<file path="config.mk">
export PLATFORM = sky130hd
export DESIGN_NAME = traffic_countdown_display
export DESIGN_NICKNAME = d
export VERILOG_FILES = /design/src/rtl/traffic_pkg.sv /design/src/rtl/traffic_countdown_display_seg7_encode.sv /design/src/rtl/traffic_countdown_display.sv
export SDC_FILE = /design/constraint.sdc
export NUM_CORES = 1
export LEC_CHECK = 0
export CAP_MARGIN = 20
export CORE_MARGIN = 4
export CORE_UTILIZATION = 25
export DETAILED_ROUTE_END_ITERATION = 8
export GPL_TIMING_DRIVEN = 0
export RECOVER_POWER = 25
export SYNTH_ARGS = -nofsm -noshare
export SYNTH_HDL_FRONTEND = slang
export SYNTH_SLANG_ARGS = --single-unit
</file>
<file path="constraint.sdc">
create_clock -name clk -period 2.8 [get_ports clk]
set_clock_uncertainty 0.05 [all_clocks]
set_input_delay 0.56 -clock clk [delete_from_list [all_inputs] [get_ports clk]]
set_output_delay 0.56 -clock clk [all_outputs]
set_load 0.005 [all_outputs]
</file>
<file path="src/rtl/traffic_pkg.sv">
// traffic_pkg: shared types and constants for the countdown display
package traffic_pkg;
  typedef enum logic [1:0] {IDLE, CONV_A, CONV_B} conv_state_t;
  localparam logic [6:0] SEG_0 = 7'b1000000;
  localparam logic [6:0] SEG_1 = 7'b1111001;
  localparam logic [6:0] SEG_2 = 7'b0100100;
  localparam logic [6:0] SEG_3 = 7'b0110000;
  localparam logic [6:0] SEG_4 = 7'b0011001;
  localparam logic [6:0] SEG_5 = 7'b0010010;
  localparam logic [6:0] SEG_6 = 7'b0000010;
  localparam logic [6:0] SEG_7 = 7'b1111000;
  localparam logic [6:0] SEG_8 = 7'b0000000;
  localparam logic [6:0] SEG_9 = 7'b0010000;
  localparam logic [6:0] SEG_BLANK = 7'h7F;
  localparam int CLAMP_MAX = 99;
  localparam logic [1:0] DIG_A_TENS = 2'd0;
  localparam logic [1:0] DIG_A_UNITS = 2'd1;
  localparam logic [1:0] DIG_B_TENS = 2'd2;
  localparam logic [1:0] DIG_B_UNITS = 2'd3;
  // Values above 99 cannot be shown in two digits, so saturate them
  function automatic logic [6:0] clamp99(input logic [6:0] v);
    return (v > 7'(CLAMP_MAX)) ? 7'(CLAMP_MAX) : v;
  endfunction
  // One double-dabble step on {tens, units, binary}: add 3 to nibbles >= 5, then shift left
  function automatic logic [14:0] dd_step(input logic [14:0] s);
    logic [14:0] a;
    a = s;
    a[14:11] = (a[14:11] >= 4'd5) ? a[14:11] + 4'd3 : a[14:11];
    a[10:7] = (a[10:7] >= 4'd5) ? a[10:7] + 4'd3 : a[10:7];
    return {a[13:0], 1'b0};
  endfunction
endpackage

</file>
<file path="src/rtl/traffic_countdown_display_seg7_encode.sv">
// seg7_encode: BCD digit to active-low gfedcba segment pattern
module seg7_encode
  import traffic_pkg::*;
(
  input  logic [3:0] bcd,
  output logic [6:0] seg_n
);
  // Non-decimal codes blank the digit rather than show garbage
  always_comb begin
    case (bcd)
      4'd0: seg_n = SEG_0;
      4'd1: seg_n = SEG_1;
      4'd2: seg_n = SEG_2;
      4'd3: seg_n = SEG_3;
      4'd4: seg_n = SEG_4;
      4'd5: seg_n = SEG_5;
      4'd6: seg_n = SEG_6;
      4'd7: seg_n = SEG_7;
      4'd8: seg_n = SEG_8;
      4'd9: seg_n = SEG_9;
      default: seg_n = SEG_BLANK;
    endcase
  end
endmodule

</file>
<file path="src/rtl/traffic_countdown_display.sv">
// traffic_countdown_display: two countdowns -> BCD -> 4-digit muxed 7-seg; LEADING_ZERO_BLANK_EN blanks zero tens digits
module traffic_countdown_display
  import traffic_pkg::*;
#(
  parameter int SCAN_DIV = 50000,
  parameter int CNT_W = 7
) (
  input  logic             clk,
  input  logic             reset,
  input  logic             load,
  input  logic [CNT_W-1:0] cnt_a,
  input  logic [CNT_W-1:0] cnt_b,
  output logic             busy,
  output logic             done,
  output logic [6:0]       seg_n,
  output logic [3:0]       dig_n
);
  localparam int SW = (SCAN_DIV > 2) ? $clog2(SCAN_DIV) : 1;
  conv_state_t state;
  logic [2:0] bit_cnt;
  logic [14:0] shifter;
  logic [14:0] stepped;
  logic [6:0] cap_b;
  logic [7:0] tmp_a;
  logic [15:0] disp;
  logic pending;
  logic [SW-1:0] scan_cnt;
  logic [1:0] scan_idx;
  logic tick;
  logic [3:0] cur;
  logic [6:0] enc;
  logic blank;
  assign stepped = dd_step(shifter);
  assign tick = scan_cnt == SW'(SCAN_DIV - 1);
  assign cur = (scan_idx == DIG_A_TENS) ? disp[15:12] :
               (scan_idx == DIG_A_UNITS) ? disp[11:8] :
               (scan_idx == DIG_B_TENS) ? disp[7:4] : disp[3:0];
`ifdef LEADING_ZERO_BLANK_EN
  assign blank = !scan_idx[0] && cur == 4'd0;
`else
  assign blank = 1'b0;
`endif
  seg7_encode u_enc (.bcd(cur), .seg_n(enc));
  // Shared converter: A then B, display digits swap in together at the end of B
  always_ff @(posedge clk or posedge reset) begin
    if (reset) begin
      state <= IDLE;
      bit_cnt <= 3'd0;
      shifter <= 15'd0;
      cap_b <= 7'd0;
      tmp_a <= 8'd0;
      disp <= 16'd0;
      pending <= 1'b0;
      busy <= 1'b0;
      done <= 1'b0;
    end else begin
      done <= 1'b0;
      if (state == IDLE) begin
        if (load || pending) begin
          shifter <= {8'd0, clamp99(cnt_a)};
          cap_b <= clamp99(cnt_b);
          pending <= 1'b0;
          busy <= 1'b1;
          bit_cnt <= 3'd0;
          state <= CONV_A;
        end
      end else begin
        if (load) pending <= 1'b1;
        bit_cnt <= bit_cnt + 3'd1;
        shifter <= stepped;
        if (bit_cnt == 3'd6) begin
          bit_cnt <= 3'd0;
          if (state == CONV_A) begin
            tmp_a <= stepped[14:7];
            shifter <= {8'd0, cap_b};
            state <= CONV_B;
          end else begin
            disp <= {tmp_a, stepped[14:7]};
            busy <= 1'b0;
            done <= 1'b1;
            state <= IDLE;
          end
        end
      end
    end
  end
  // Free-running refresh divider steps the digit slot on each terminal count
  always_ff @(posedge clk or posedge reset) begin
    if (reset) begin
      scan_cnt <= '0;
      scan_idx <= 2'd0;
    end else begin
      scan_cnt <= tick ? '0 : scan_cnt + 1'b1;
      scan_idx <= tick ? scan_idx + 2'd1 : scan_idx;
    end
  end
  // Pin drivers registered every cycle from the current slot
  always_ff @(posedge clk or posedge reset) begin
    if (reset) begin
      seg_n <= SEG_BLANK;
      dig_n <= 4'hF;
    end else begin
      seg_n <= blank ? SEG_BLANK : enc;
      dig_n <= ~(4'b0001 << scan_idx);
    end
  end
endmodule

</file>
* Yosys cells after proc, flatten, opt, wreduce, memory -nomap -nowiden *
Memories as Yosys holds them, arrays and structs flattened. A register that Yosys moved wholly into a read port is not among the register bits.
Cells that the tools add are included.

storage, ports and cells
  register bits = 76
  bits in read-only memories = 112
  input port bits = 17
  output and inout port bits = 13
  memories = 1

operators by class
  add/sub/neg operators = 5
  order comparisons = 4
  equality and inequality tests = 7
  shift operators = 1
  multiplexer cells = 29
  bitwise operators = 3
  reductions and logical operators = 11

memories
  memory           words  bits a word  read ports  clocked after memory_dff  wr ports  RTL line                                     source
  (no name shown)  16     7            1           1                         0         traffic_countdown_display_seg7_encode.sv:10  case (bcd)

operators with widths
  kind                   number
  $mux 15                4
  $add 16x1->16 const B  1
  $eq 16x16->1 const B   1
  $mux 16                1
  $mux 4                 4
  $gt 7x7->1 const B     2
  $mux 7                 2
  $mux 3                 4
  $mux 1                 10
  $reduce_and 3->1       3
  $ge 4x3->1 const B     2
  $mux 2                 4
  $reduce_and 2->1       3
  $add 4x2->4 const B    1
  $eq 2x1->1 const B     2
  $logic_not 2->1        2
  $not 4->4              1
  $reduce_bool 2->1      2
  $shl 1x2->4 const A    1
  $add 3x1->3 const B    1
  $add 3x2->3 const B    1
  $eq 3x3->1 const B     1
  $add 2x1->2 const B    1
  $eq 2x2->1 const B     1
  4 further kinds        5

* Depth between registers and ports, before layout *
Gate-level depths: netlist of run 1.

  depth after elaboration = 5
  gate-level depth with buffers = 7

* Modules after synthesis *
From an unflattened synthesis of run 1, not the netlist that was laid out.

second synthesis, totals
  cell total of the unflattened synthesis = 394
  area, all modules = 3,898.7 um^2

modules (own cells, without submodules)
  module                     instances  cells each  area each (um^2)  sequential area each (um^2)
  traffic_countdown_display  1          361         3,688.5           2,090.8
  seg7_encode                1          33          210.2             0.0

* Least setup slack after synthesis of run 1 *
Ideal clock, no wire load.

  kind = register to register
  start point = register scan_idx[0]
  end point = register seg_n[3]
  arrival time = 1,832 ps
  data required time = 2,683 ps
  setup slack = 851 ps
  cell stages (with the launch flop) = 8
  period minus slack after synthesis = 1,949 ps
  path through = dfrtp_1 inv_1 ha_1 buf_6 mux2i_1 a221o_1 or4_1 nand4_1

between the ends
  word-level cells in the longest chain between the ends = 4
  elaborated cells on any way between the ends = 6

ends and longest elaborated chain
  item                      RTL line                         source
  start: declaration        traffic_countdown_display.sv:28  logic [1:0] scan_idx;
  start signal: assignment  traffic_countdown_display.sv:94  scan_idx <= tick ? scan_idx + 2'd1 : scan_idx;
  $eq 2x2->1                traffic_countdown_display.sv:37  (scan_idx == DIG_B_TENS) ? disp[7:4] : disp[3:0];
  $mux 4                    traffic_countdown_display.sv:37
  $mux 4                    traffic_countdown_display.sv:36  (scan_idx == DIG_A_UNITS) ? disp[11:8] :
  $mux 4 *                  traffic_countdown_display.sv:35  assign cur = (scan_idx == DIG_A_TENS) ? disp[15:12] :
  end: declaration          traffic_countdown_display.sv:15  output logic [6:0] seg_n,

Mark *: on every way between the ends. The rest lies on a longest branch, timed or not.
A chain may end at the register's enable or synchronous reset.

* Final worst setup path of run 1 *
Ends and elaborated chain as after synthesis.

==> results.md, run 1 <==
- The run finished with clean final reports.
- The count of buffers added on input and output ports is 29.
- The total stage count of the critical path is 7.
- The number of vias in the routed layout is 2765.
- Power spread over the standard cell area amounts to 962 nW/µm².
- The endpoint kind of the worst setup timing path is a flip-flop.
- The number of fill cells is 1485.
- The full die area is 17200 µm².
- Cells with a size suffix above 1 make up 13.2% of the layout.
- The number of global-route vias before repair is 2804.
- The final non-filler cell total is 587.
- Walking the worst path, the cells encountered are inv_1 -> ha_1 -> clkbuf_1 -> mux2i_1 -> a211oi_2 -> or4_1 -> nand4_1.
- Summed over all failing endpoints, the final setup total negative slack is 0 ps.
- STA classifies the critical path startpoint as a flip-flop.
- Across the run, the number of max-cap violations was 0.
- The total inserted antenna cells is 0.
- The final clock period utilization by the worst path is 84.1%.
- The instance count of the mapped netlist is 357.
- The number of gates resized after cts is 0.
- The final weighted congestion in routability-driven placement is 0.767.
- Counting tap cells, the placed design contains a total of 571 instances.
- The clock reaches the later pin of the worst-skew pair after 330 ps.
- The number of failing hold endpoints at the final stage came to 0.
- The max-slew violation count is 0.
- The number of H-tree levels is 3.
- Once layout is done, the placed cells without fillers occupy 4640 µm².
- The count of flip-flops with a built-in enable after synthesis is 0.
- The async set-or-reset flop fraction in the synthesized netlist is 100%.
- The TritonCTS clock tree is done.
- After detailed routing, the total wire length is 7.88 mm.
- The number of nets with antenna violations after detailed routing is 0.
- The cell chosen for the clock root is clkbuf_16.
- The number of search-and-repair iterations in the first detailed-routing pass is 4.
- The number of cells traversed by the worst hold path is 2.
- The height of the chip is 131 µm.
- The number of buffers inserted to repair setup after CTS is 0.
- For this design, the sink count on the clock tree is 83.
- The top cell type by area accounts for 47.5% of the synthesized area.
- Summing all placed instances gives a cell area of 4340 µm².
- The transition at the pin with the smallest max-transition slack is 1130 ps.
- The worst-case IR drop observed on VDD is 0.352 mV.
- The worst-path cell with the longest stage delay is or4_1.
- The number of rows created at floorplan is 44.
- The depth of the most critical reg-to-reg path is 7.
- The highest net fanout along the worst path is 10.
- The clock period minus worst slack is 2360 ps.
- Yosys attributes the largest share of cell area to dfrtp_1 48%, dfstp_2 7.6%, nand2_1 5.5%, mux2_2 4.5%, o21ai_0 3.3%.
- TritonCTS created 9 clock buffers.
- Counting both buffers and inverters, the worst setup path holds a total of 2.
- Once the floorplan was initialized, standard cells occupied 25.8% of the core.
- The total grt overflow is 0.
- The number of top-level pins is 30.
- The category of the most critical setup path is reg -> reg.
- The number of distinct standard cells referenced by the synthesized netlist is 49.
- The data arrival time of the worst path is 2570 ps.
- The dominant register cell in the synthesized netlist is dfrtp_1.
- The signed area change from the synthesized netlist to the final layout is 22.2%.
- Headroom to the max-slew limit came out at 24.5%.
- For this design, the CTS-stage hold fixing added 0 buffers.
- For this block, the initial DRC count from the detailed router was 170.
- The leakage power total is 1.94 nW.
- The synthesized area is 3790 µm².
- The number of antenna violations at the first check in global routing came to 0.
- The post-detailed-placement half-perimeter wirelength is 5.72 mm.
- The core area is 14700 µm².
- Clock-pin slew was measured on the worst setup and hold paths at 60 ps.
- The ratio of routed vias to standard cells is 4.71.
- Global routing used 9.48% of the available tracks.
- For this run, design rule violations remaining after detail routing come to 0.
- The average instance area after synthesis is 10.6 µm².
- Setup repair after global routing left no endpoint under its margin.
- The floorplan step set the die width to 131 µm.
- The wire length of the first global-routing pass is 13.6 mm.
- The maximum clock rate is 0.425 GHz.
- The endpoint required time on the critical path is 3020 ps.
- Entering global routing, the biggest net connects 62 pins.
- The longest clock path from root to sink contains 2 buffers.
- The largest area contributor in the synthesized netlist is dfrtp_1.
- The path category of the worst min-delay check is reg -> reg.
- Synthesis produced a netlist with a net count of 383.
- The portion of the post-synthesis area used by sequential elements is 55.1%.
- In the final routed layout, each cell accounts on average for 13.4 µm.
- The kind of cell with the highest combined delay on the critical path is simple AND/OR/NAND/NOR gates.
- Counting flops and latches in the post-synthesis netlist gives 83.
- The number of warnings reported in the yosys synthesis log is 0.
- In this design, the stage delay of the slowest critical-path cell is 570 ps.
- In the final design database the tool counted 424 nets.
- The final setup violation count is 0.
[synthesized netlist by cell type, drive strengths merged (2+ instances only)]
| cell | count |
|---|---|
| inv | 15 |
| or3 | 2 |
| nor3 | 9 |
| o311ai | 2 |
| dfrtp | 72 |
| nor2 | 19 |
| a22o | 3 |
| clkbuf | 4 |
| a211oi | 5 |
| nor2b | 4 |
| mux2i | 5 |
| xor2 | 4 |
| nor3b | 8 |
| nand3 | 14 |
| dfstp | 11 |
| nand3b | 2 |
| nand4 | 4 |
| a32o | 2 |
| mux2 | 15 |
| xnor2 | 12 |
| nand2b | 3 |
| o22a | 2 |
| o31ai | 2 |
| a31oi | 5 |
| o21ai | 26 |
| a221oi | 4 |
| and2 | 2 |
| buf | 5 |
| a211o | 3 |
| nand2 | 56 |
| and4 | 2 |
| ha | 9 |
| a21oi | 15 |
| o22ai | 2 |
[state kept, by name, summed over array words and instances, names as in the netlist]
register  cells
bit_cnt       3
busy          1
cap_b         7
dig_n         4
disp         16
done          1
pending       1
scan_cnt     16
scan_idx      2
seg_n         7
shifter      15
state         2
tmp_a         8
[cells in the final DEF (no fill, tap or decap), types with 5 or more instances in the layout]
cell	instances
a21oi_1	15
a31oi_1	5
clkbuf_1	6
clkbuf_16	9
clkdlybuf4s50_1	28
dfrtp_1	72
dfstp_2	11
ha_1	9
inv_1	14
mux2_2	15
mux2i_1	5
nand2_1	56
nand3_1	14
nor2_1	18
nor3_1	8
nor3b_1	7
o21ai_0	25
xnor2_1	12
[worst paths after layout]
kind / start / end / slack [ps]
worst min register to register: cap_b[3]$_DFFE_PP0P_ / cap_b[3]$_DFFE_PP0P_ / 420
worst min-delay path: cap_b[3]$_DFFE_PP0P_ / cap_b[3]$_DFFE_PP0P_ / 420
min in group asynchronous: reset / cap_b[6]$_DFFE_PP0P_ / 850
worst max-delay path: scan_idx[0]$_DFFE_PP0N_ / seg_n[3]$_DFF_PP1_ / 440
worst max register to register: scan_idx[0]$_DFFE_PP0N_ / seg_n[3]$_DFF_PP1_ / 440
max in group asynchronous: reset / seg_n[5]$_DFF_PP1_ / 1020
[final cells by class]
| cell class | count | area, µm² | area share (%) |
|---|---|---|---|
| inverters | 15 | 57.6 | 1.24 |
| well taps | 184 | 230 | 4.97 |
| multi-input cells | 250 | 1600 | 34.5 |
| flip-flops and latches | 83 | 2090 | 45.1 |
| plain buffers | 9 | 37.5 | 0.810 |
| clock buffers | 10 | 239 | 5.16 |
| repair buffers | 30 | 318 | 6.86 |
| clock inverters | 6 | 63.8 | 1.38 |
[worst register-to-register path: cells and delay by family (launching register included)]
kind	cells	cell delay [ps]
compound gates	1	210
fa+ha+maj	1	160
buf+inv	2	450
flops	1	400
mux	1	360
simple gates	2	670
[power by group]
part | leakage [nW] | total, mW | internal (mW) | switching, mW
clock | 0.145 | 1.18 | 0.714 | 0.470
sequential | 1.02 | 1.91 | 1.64 | 0.262
combinational | 0.777 | 1.37 | 0.631 | 0.740
total | 1.94 | 4.46 | 2.99 | 1.47
[metal layers]
layer  global-route usage [%]  wire, µm
met5                        0         0
met4                     2.74        95
met3                     3.29       250
met2                     15.4      3890
met1                     12.0      3640
[logic make-up (layout without fill, tap and decap cells)]
logic type | Yosys count | in the layout | share of synthesized area [%]
XOR/XNOR | 16 | 16 | 3.70
multiplexers | 20 | 20 | 5.77
AO/OA/AOI/OAI | 73 | 73 | 12.5
adder cells (fa/ha/maj) | 9 | 9 | 2.97
AND/OR/NAND/NOR | 132 | 132 | 17.3
buffers and inverters | 24 | 70 | 2.71
flip-flops | 83 | 83 | 55.1
[through the flow]
| stage | setup slack [ps] | hold slack, ps | total power [mW] | utilization (%) |
|---|---|---|---|---|
| floorplan | 71.4 | 389 | 2.82 | - |
| finish | 444 | 420 | 4.46 | 31.5 |
| global route | 239 | 461 | 4.80 | 31.5 |
| detailed placement | 492 | 411 | 3.32 | 29.5 |
| global placement | -1230 | 407 | 3.23 | 29.3 |
| CTS | 638 | 427 | 4.52 | 31.6 |
Note: power is estimated with default switching activity, not from simulation.
==> inputs of run 2 (changes only) <==
Clock period 2.8 ns to 2.4 ns, I/O delays scaled along.
==> run 2 against run 1 <==
Compared with the run above: largest cell class unchanged; die area is the same; combinational power grew 16%; final area up 0.11%; maximum frequency rose by 7.8%; routed wire length fell by 2.4%; critical endpoint unchanged; highest routed layer unchanged; non-clock buffer count unchanged; critical path depth shrank 1; register-to-register slack lost 230 ps.
==> results.md, run 2 (synthesis gave the netlist of run 1 again) <==
- The number of search-and-repair iterations in the first detailed-routing pass is 6 (+2).
- The total inserted antenna cells was 0 (unchanged).
- The combinational power share was 30.6% (about the same).
- The worst supply voltage drop on vdd is 0.370 mV (+5.2%).
- The net switching power is 1.70 mW (+15%).
- The number of vias in the routed layout is 2710 (-2.0%).
- The post-CTS clock slew at the launch and capture registers of the worst setup and hold paths is 60 ps (about the same).
- The accumulated negative setup slack came to 0 ps (unchanged).
- The setup slack of the critical path after layout was 214 ps (-230 ps).
- The total global-route track usage is 9.50% (+0.018 points).
- STA classifies the critical path startpoint as a flip-flop.
- The maximum number of pins on one net before global-route repair is 45 (-27%).
- The final clock period utilization by the worst path came to 91.1% (+7.0 points).
- The number of sinks handled by clock tree synthesis is 83 (unchanged).
- The switching power as a share of total power is 32.8% (-0.23 points).
- The total placed instance area is 4340 µm² (-0.14%).
- The total grt overflow came to 0 (unchanged).
- The die outline width is 131 µm (unchanged).
- The full die area was 17200 µm² (unchanged).
- The post-detailed-route DRC marker count is 0 (unchanged).
- The post-detailed-placement half-perimeter wirelength was 5.62 mm (-1.8%).
- The final weighted congestion in routability-driven placement is 0.769 (+0.29%).
- The number of failing hold endpoints at the final stage was 0 (unchanged).
- The ratio of routed vias to standard cells is 4.62 (-2.0%).
- The proportion of power drawn by flip-flops and latches was 42.8% (about the same).
- The number of clock buffers inserted by TritonCTS is 9 (unchanged).
- The number of nets with antenna violations after detailed routing was 0 (unchanged).
- The number of buffers inserted for hold repair after clock tree synthesis is 0 (unchanged).
- The per-cell routed wire length was 13.1 µm (-2.4%).
- The leakage power total is 1.94 nW (+0.33%).
- The final net count was 424 (unchanged).
- The flow ran to the end, and the final reports show no timing, DRC or antenna violations.
- The number of buffers inserted to repair setup after CTS is 0 (unchanged).
- The total chip power is 5.18 mW (+16%).
- The number of gates resized after cts is 0 (unchanged).
- The critical path in this run is classified as reg -> reg.
- The number of DRC markers after the initial detailed-route iteration is 150 (-12%).
- The worst slack at placement is 178 ps (-314 ps).
- Setup repair after global routing left no endpoint under its margin.
- The signed area change from the synthesized netlist to the final layout is 22.4%.
- The effective utilization at floorplan came to 25.8% (unchanged).
- The number of antenna violations at the first check in global routing is 0 (unchanged).
- The number of global-route vias before repair is 2807 (+0.11%).
- The number of maximum-capacitance constraint violations is 0 (unchanged).
- The number of top-level pins was 30 (unchanged).
- The number of input and output port buffers inserted was 29 (unchanged).
- The TritonCTS clock tree is done.
- The relative max-transition margin is 41.2% (+17 points).
- The transition at the pin with the smallest max-transition slack came to 881 ps (-246 ps).
- The height of the chip is 131 µm (unchanged).
- The internal power summed over all cells is 3.48 mW (+17%).
- The design area is 4640 µm² (+0.11%).
- The number of rows created at floorplan is 44 (unchanged).
- The core area is 14700 µm² (unchanged).
- The number of fill cells is 1486 (+0.067%).
- The clock power share is 26.6% (about the same).
- The fraction of layout cells with a size suffix above 1 was 13.6% (+0.50 points).
- The latest clock arrival within the worst-skew pair is 330 ps (about the same).
- The data arrival time of the worst path is 2400 ps (-170 ps).
- The tightest min-delay check is of the reg -> reg type.
- The maximum clock rate was 0.457 GHz (+7.8%).
- The maximum number of buffers from clock root to sink is 2 (unchanged).
- The most common cell after layout, fill and taps aside is dfrtp_1.
- The power density over the cells is 1120 nW/µm² (+16%).
- The cell chosen for the clock root is clkbuf_16.
- In the final layout, the registers with the most flip-flops are disp: 16 flops, scan_cnt: 16 flops, shifter: 15 flops.
- The wire length of the first global-routing pass is 13.4 mm (-0.91%).
- The clock period minus worst slack is 2190 ps (-170 ps).
- The top cell types in the final layout, fill and taps aside, are 72 x dfrtp_1, 56 x nand2_1, 28 x clkdlybuf4s50_1, 25 x o21ai_0, 18 x nor2_1.
- The endpoint required time on the critical path was 2620 ps (-400 ps).
- The final setup violation count is 0 (unchanged).
- The max-slew violation count was 0 (unchanged).
- The highest net fanout along the worst path is 10 (unchanged).
- The number of H-tree levels is 3 (unchanged).
- The endpoint kind of the worst setup timing path is a flip-flop.
- The routed wire length is 7.69 mm (-2.4%).
## run 2: layer usage
metal	vias up	global-route usage (%)	part of all wire, %
met5	-	0	0
met4	0	3.50	1.7
met3	12	2.91	3.4
met2	37	15.3	48
met1	1320	12.1	47
li1	1341	-	-
## run 2: critical path: stages, from the launching register on
cell and delay, ps:
dfrtp_1 390, inv_1 70, ha_1 250, nor2_1 430, a211oi_2 260, or4_1 570, nand4_1 90
## run 2: worst paths after layout
kind / startpoint / endpoint / slack (ps) / cells past startpoint
setup / recovery: scan_idx[1]$_DFFE_PP0N_ / seg_n[3]$_DFF_PP1_ / 210 / 6
hold / removal: cap_b[4]$_DFFE_PP0P_ / cap_b[4]$_DFFE_PP0P_ / 430 / 2
setup reg to reg: scan_idx[1]$_DFFE_PP0N_ / seg_n[3]$_DFF_PP1_ / 210 / 6
hold reg to reg: cap_b[4]$_DFFE_PP0P_ / cap_b[4]$_DFFE_PP0P_ / 430 / 2
max in group asynchronous: reset / seg_n[0]$_DFF_PP1_ / 800 / 3
min in group asynchronous: reset / tmp_a[0]$_DFFE_PP0P_ / 750 / 2
## run 2: layout make-up
class | instances | area (µm²) | area share [%]
multi-input combinational | 250 | 1600 | 34.5
buffer | 9 | 46.3 | 0.998
sequential | 83 | 2090 | 45.1
clock inverter | 6 | 65.1 | 1.40
timing repair buffer | 30 | 310 | 6.69
tap | 184 | 230 | 4.96
inverter | 15 | 60.1 | 1.29
clock buffer | 10 | 239 | 5.15
## run 2: through the flow
step | hold WS, ps | util, % | std cells
detailed placement | 413 | 29.5 | 571
finish | 428 | 31.6 | 587
global route | 452 | 31.6 | 587
floorplan | 389 | - | 357
CTS | 428 | 31.6 | 587
global placement | 408 | 29.4 | 570
## run 2: power groups by stage
stage | Combinational, mW | Sequential, mW | Clock [mW]
floorplan | 1.13 | 2.16 | 0
global placement | 1.54 | 2.23 | 0
detailed placement | 1.61 | 2.24 | 0
CTS | 1.61 | 2.22 | 1.42
global route | 1.80 | 2.29 | 1.50
finish | 1.59 | 2.22 | 1.38
==> inputs of run 3 (changes only) <==
Settings changed: HOLD_SLACK_MARGIN set to 0.06, SLEW_MARGIN set to 25.
==> run 3 against run 2 <==
Compared with the run above: setup slack gained 11 ps; critical endpoint unchanged; via count grew 1.4%; highest routed layer unchanged; first-iteration DRC count grew 3.3%; hold slack lost 3.7 ps; sequential cell count is the same; final cell count grew 0.34%; sequential power is essentially flat.
==> results.md, run 3 (synthesis gave the netlist of run 1 again) <==
- The data arrival time of the worst path is 2390 ps (about the same).
- Grouping stages by cell kind, the critical path spends the most delay in simple AND/OR/NAND/NOR gates.
- The final clock period utilization by the worst path is 90.6% (-0.45 points).
- The maximum number of pins on one net before global-route repair is 34 (-24%).
- The number of vias in the routed layout is 2749 (+1.4%).
- The number of buffers inserted for hold repair after clock tree synthesis is 0 (unchanged).
- The worst setup path is of the reg -> reg kind.
- The final setup violation count is 0 (unchanged).
- The ratio of routed vias to standard cells is 4.67 (+1.1%).
- The net switching power is 1.71 mW (+0.66%).
- The TritonCTS clock tree is done.
- The number of global-route vias before repair is 2788 (-0.68%).
- The path category of the worst min-delay check is reg -> reg.
- The relative max-transition margin came to 30.3% (-11 points).
- The post-CTS clock slew at the launch and capture registers of the worst setup and hold paths is 70 ps (about the same).
- The number of clock buffers inserted by TritonCTS is 9 (unchanged).
- The leakage power total is 1.97 nW (+1.2%).
- The maximum clock rate is 0.460 GHz (+0.50%).
- The clock period minus worst slack is 2180 ps (-10.9 ps).
- The routed wire length is 7.88 mm (+2.5%).
- The count of buffer and inverter cells on the critical path is 1 (unchanged).
- The number of H-tree levels was 3 (unchanged).
- The post-detailed-placement half-perimeter wirelength was 5.74 mm (+2.2%).
- The endpoint kind of the worst setup timing path is a flip-flop.
- The total grt overflow is 0 (unchanged).
- The final weighted congestion in routability-driven placement was 0.769 (unchanged).
- The number of top-level pins is 30 (unchanged).
- The number of antenna violations at the first check in global routing is 0 (unchanged).
- The full die area is 17200 µm² (unchanged).
- The number of input and output port buffers inserted is 29 (unchanged).
- The slowest stage of the critical path is the or4_1 cell.
- The core area is 14700 µm² (unchanged).
- The proportion of power drawn by flip-flops and latches is 41.9% (-0.9 points).
- The number of gates resized after cts is 0 (unchanged).
- The flow ran to the end, and the final reports show no timing, DRC or antenna violations.
- The accumulated negative setup slack is 0 ps (unchanged).
- The power density over the cells is 1130 nW/µm² (+1.5%).
- The number of failing hold endpoints at the final stage is 0 (unchanged).
- The height of the chip was 131 µm (unchanged).
- The cell chosen for the clock root is clkbuf_16.
- The wire length of the first global-routing pass was 13.5 mm (+0.66%).
- Setup repair after global routing left no endpoint under its margin.
- In the layout the commonest cells are 72 x dfrtp_1, 56 x nand2_1, 28 x clkdlybuf4s50_1, 25 x o21ai_0, 18 x nor2_1.
- The transition at the pin with the smallest max-transition slack was 1050 ps (+166 ps).
- Traced cell by cell, the critical path runs through inv_1 -> ha_1 -> nor2_1 -> a211oi_2 -> or4_1 -> nand4_1.
- The total global-route track usage came to 9.53% (+0.037 points).
- The number of sinks handled by clock tree synthesis is 83 (unchanged).
- The number of rows created at floorplan came to 44 (unchanged).
- The final core utilization is 31.8% (+0.25 points).
- The worst supply voltage drop on vdd is 0.350 mV (-5.3%).
- The number of nets with antenna violations after detailed routing is 0 (unchanged).
- The number of DRC markers after the initial detailed-route iteration is 155 (+3.3%).
- The switching power as a share of total power is 32.2% (-0.53 points).
- The number of buffers inserted to repair setup after CTS is 0 (unchanged).
- The combinational power share came to 30.0% (-0.6 points).
- The most common cell after layout, fill and taps aside is dfrtp_1.
- The final net count is 426 (+0.47%).
- The total inserted antenna cells is 0 (unchanged).
- STA classifies the critical path startpoint as a flip-flop.
- The endpoint required time on the critical path was 2610 ps (about the same).
- The max-slew violation count was 0 (unchanged).
- The largest registers in the layout are disp: 16 flops, scan_cnt: 16 flops, shifter: 15 flops.
- The total chip power is 5.30 mW (+2.3%).
- The maximum number of buffers from clock root to sink is 2 (unchanged).
- The latest clock arrival within the worst-skew pair came to 340 ps (about the same).
- The die outline width was 131 µm (unchanged).
- The clock power share is 28.1% (+1.5 points).
- The number of search-and-repair iterations in the first detailed-routing pass is 4 (-2).
- The signed area change from the synthesized netlist to the final layout is 23.3%.
- The internal power summed over all cells is 3.59 mW (+3.1%).
- The post-detailed-route DRC marker count is 0 (unchanged).
- The per-cell routed wire length is 13.4 µm (+2.1%).
- The critical path's largest stage delay is 570 ps (about the same).
- The number of maximum-capacitance constraint violations is 0 (unchanged).
- The effective utilization at floorplan was 25.8% (unchanged).
- The highest net fanout along the worst path is 10 (unchanged).
- The fraction of layout cells with a size suffix above 1 is 13.8% (+0.18 points).
-- run 3: per-layer routing --
metal	wire, µm	track usage, %	vias to the layer above
met5	0	0	-
met4	147	3.91	0
met3	290	2.52	14
met2	3770	15.3	51
met1	3680	12.3	1337
li1	-	-	1347
-- run 3: path summary, 6_finish.rpt --
check,slack [ps],depth (start not counted),endpoint,from
hold reg to reg,420,2,cap_b[3]$_DFFE_PP0P_,cap_b[3]$_DFFE_PP0P_
max in group asynchronous,410,4,state[1]$_DFFE_PP0P_,reset
min in group asynchronous,580,2,scan_cnt[0]$_DFF_PP0_,reset
hold / removal,420,2,cap_b[3]$_DFFE_PP0P_,cap_b[3]$_DFFE_PP0P_
setup reg to reg,220,6,seg_n[3]$_DFF_PP1_,scan_idx[1]$_DFFE_PP0N_
setup / recovery,220,6,seg_n[3]$_DFF_PP1_,scan_idx[1]$_DFFE_PP0N_
-- run 3: stage by stage --
stage / area (µm²) / hold WS (ps) / instances / worst slack [ps]
2_1_floorplan: 3800 / 389 / 357 / 451
3_3_place_gp: 4320 / 408 / 570 / 4.34
3_5_place_dp: 4390 / 410 / 573 / 184
4_1_cts: 4720 / 425 / 589 / 217
5_1_grt: 4680 / 445 / 589 / 50.0
6_report: 4680 / 424 / 589 / 225
-- run 3: power groups by stage --
stage | clock network (mW) | logic [mW] | registers [mW]
finish | 1.49 | 1.59 | 2.22
detailed placement | 0 | 1.61 | 2.24
global route | 1.60 | 1.82 | 2.28
floorplan | 0 | 1.13 | 2.16
global placement | 0 | 1.54 | 2.23
CTS | 1.53 | 1.62 | 2.22
-- run 3: final cells by class --
type | instances | area, µm²
Tap cell | 184 | 230
Timing Repair Buffer | 32 | 327
Clock inverter | 6 | 87.6
Buffer | 9 | 46.3
Sequential cell | 83 | 2090
Fill cell | 1483 | 10000
Inverter | 15 | 57.6
Multi-Input combinational cell | 250 | 1600
Clock buffer | 10 | 239
-- run 3: worst min-delay path, stage by stage, from the launching register on --
cell and delay, ps:
dfrtp_1 350, nand2_1 50, nand2_1 50
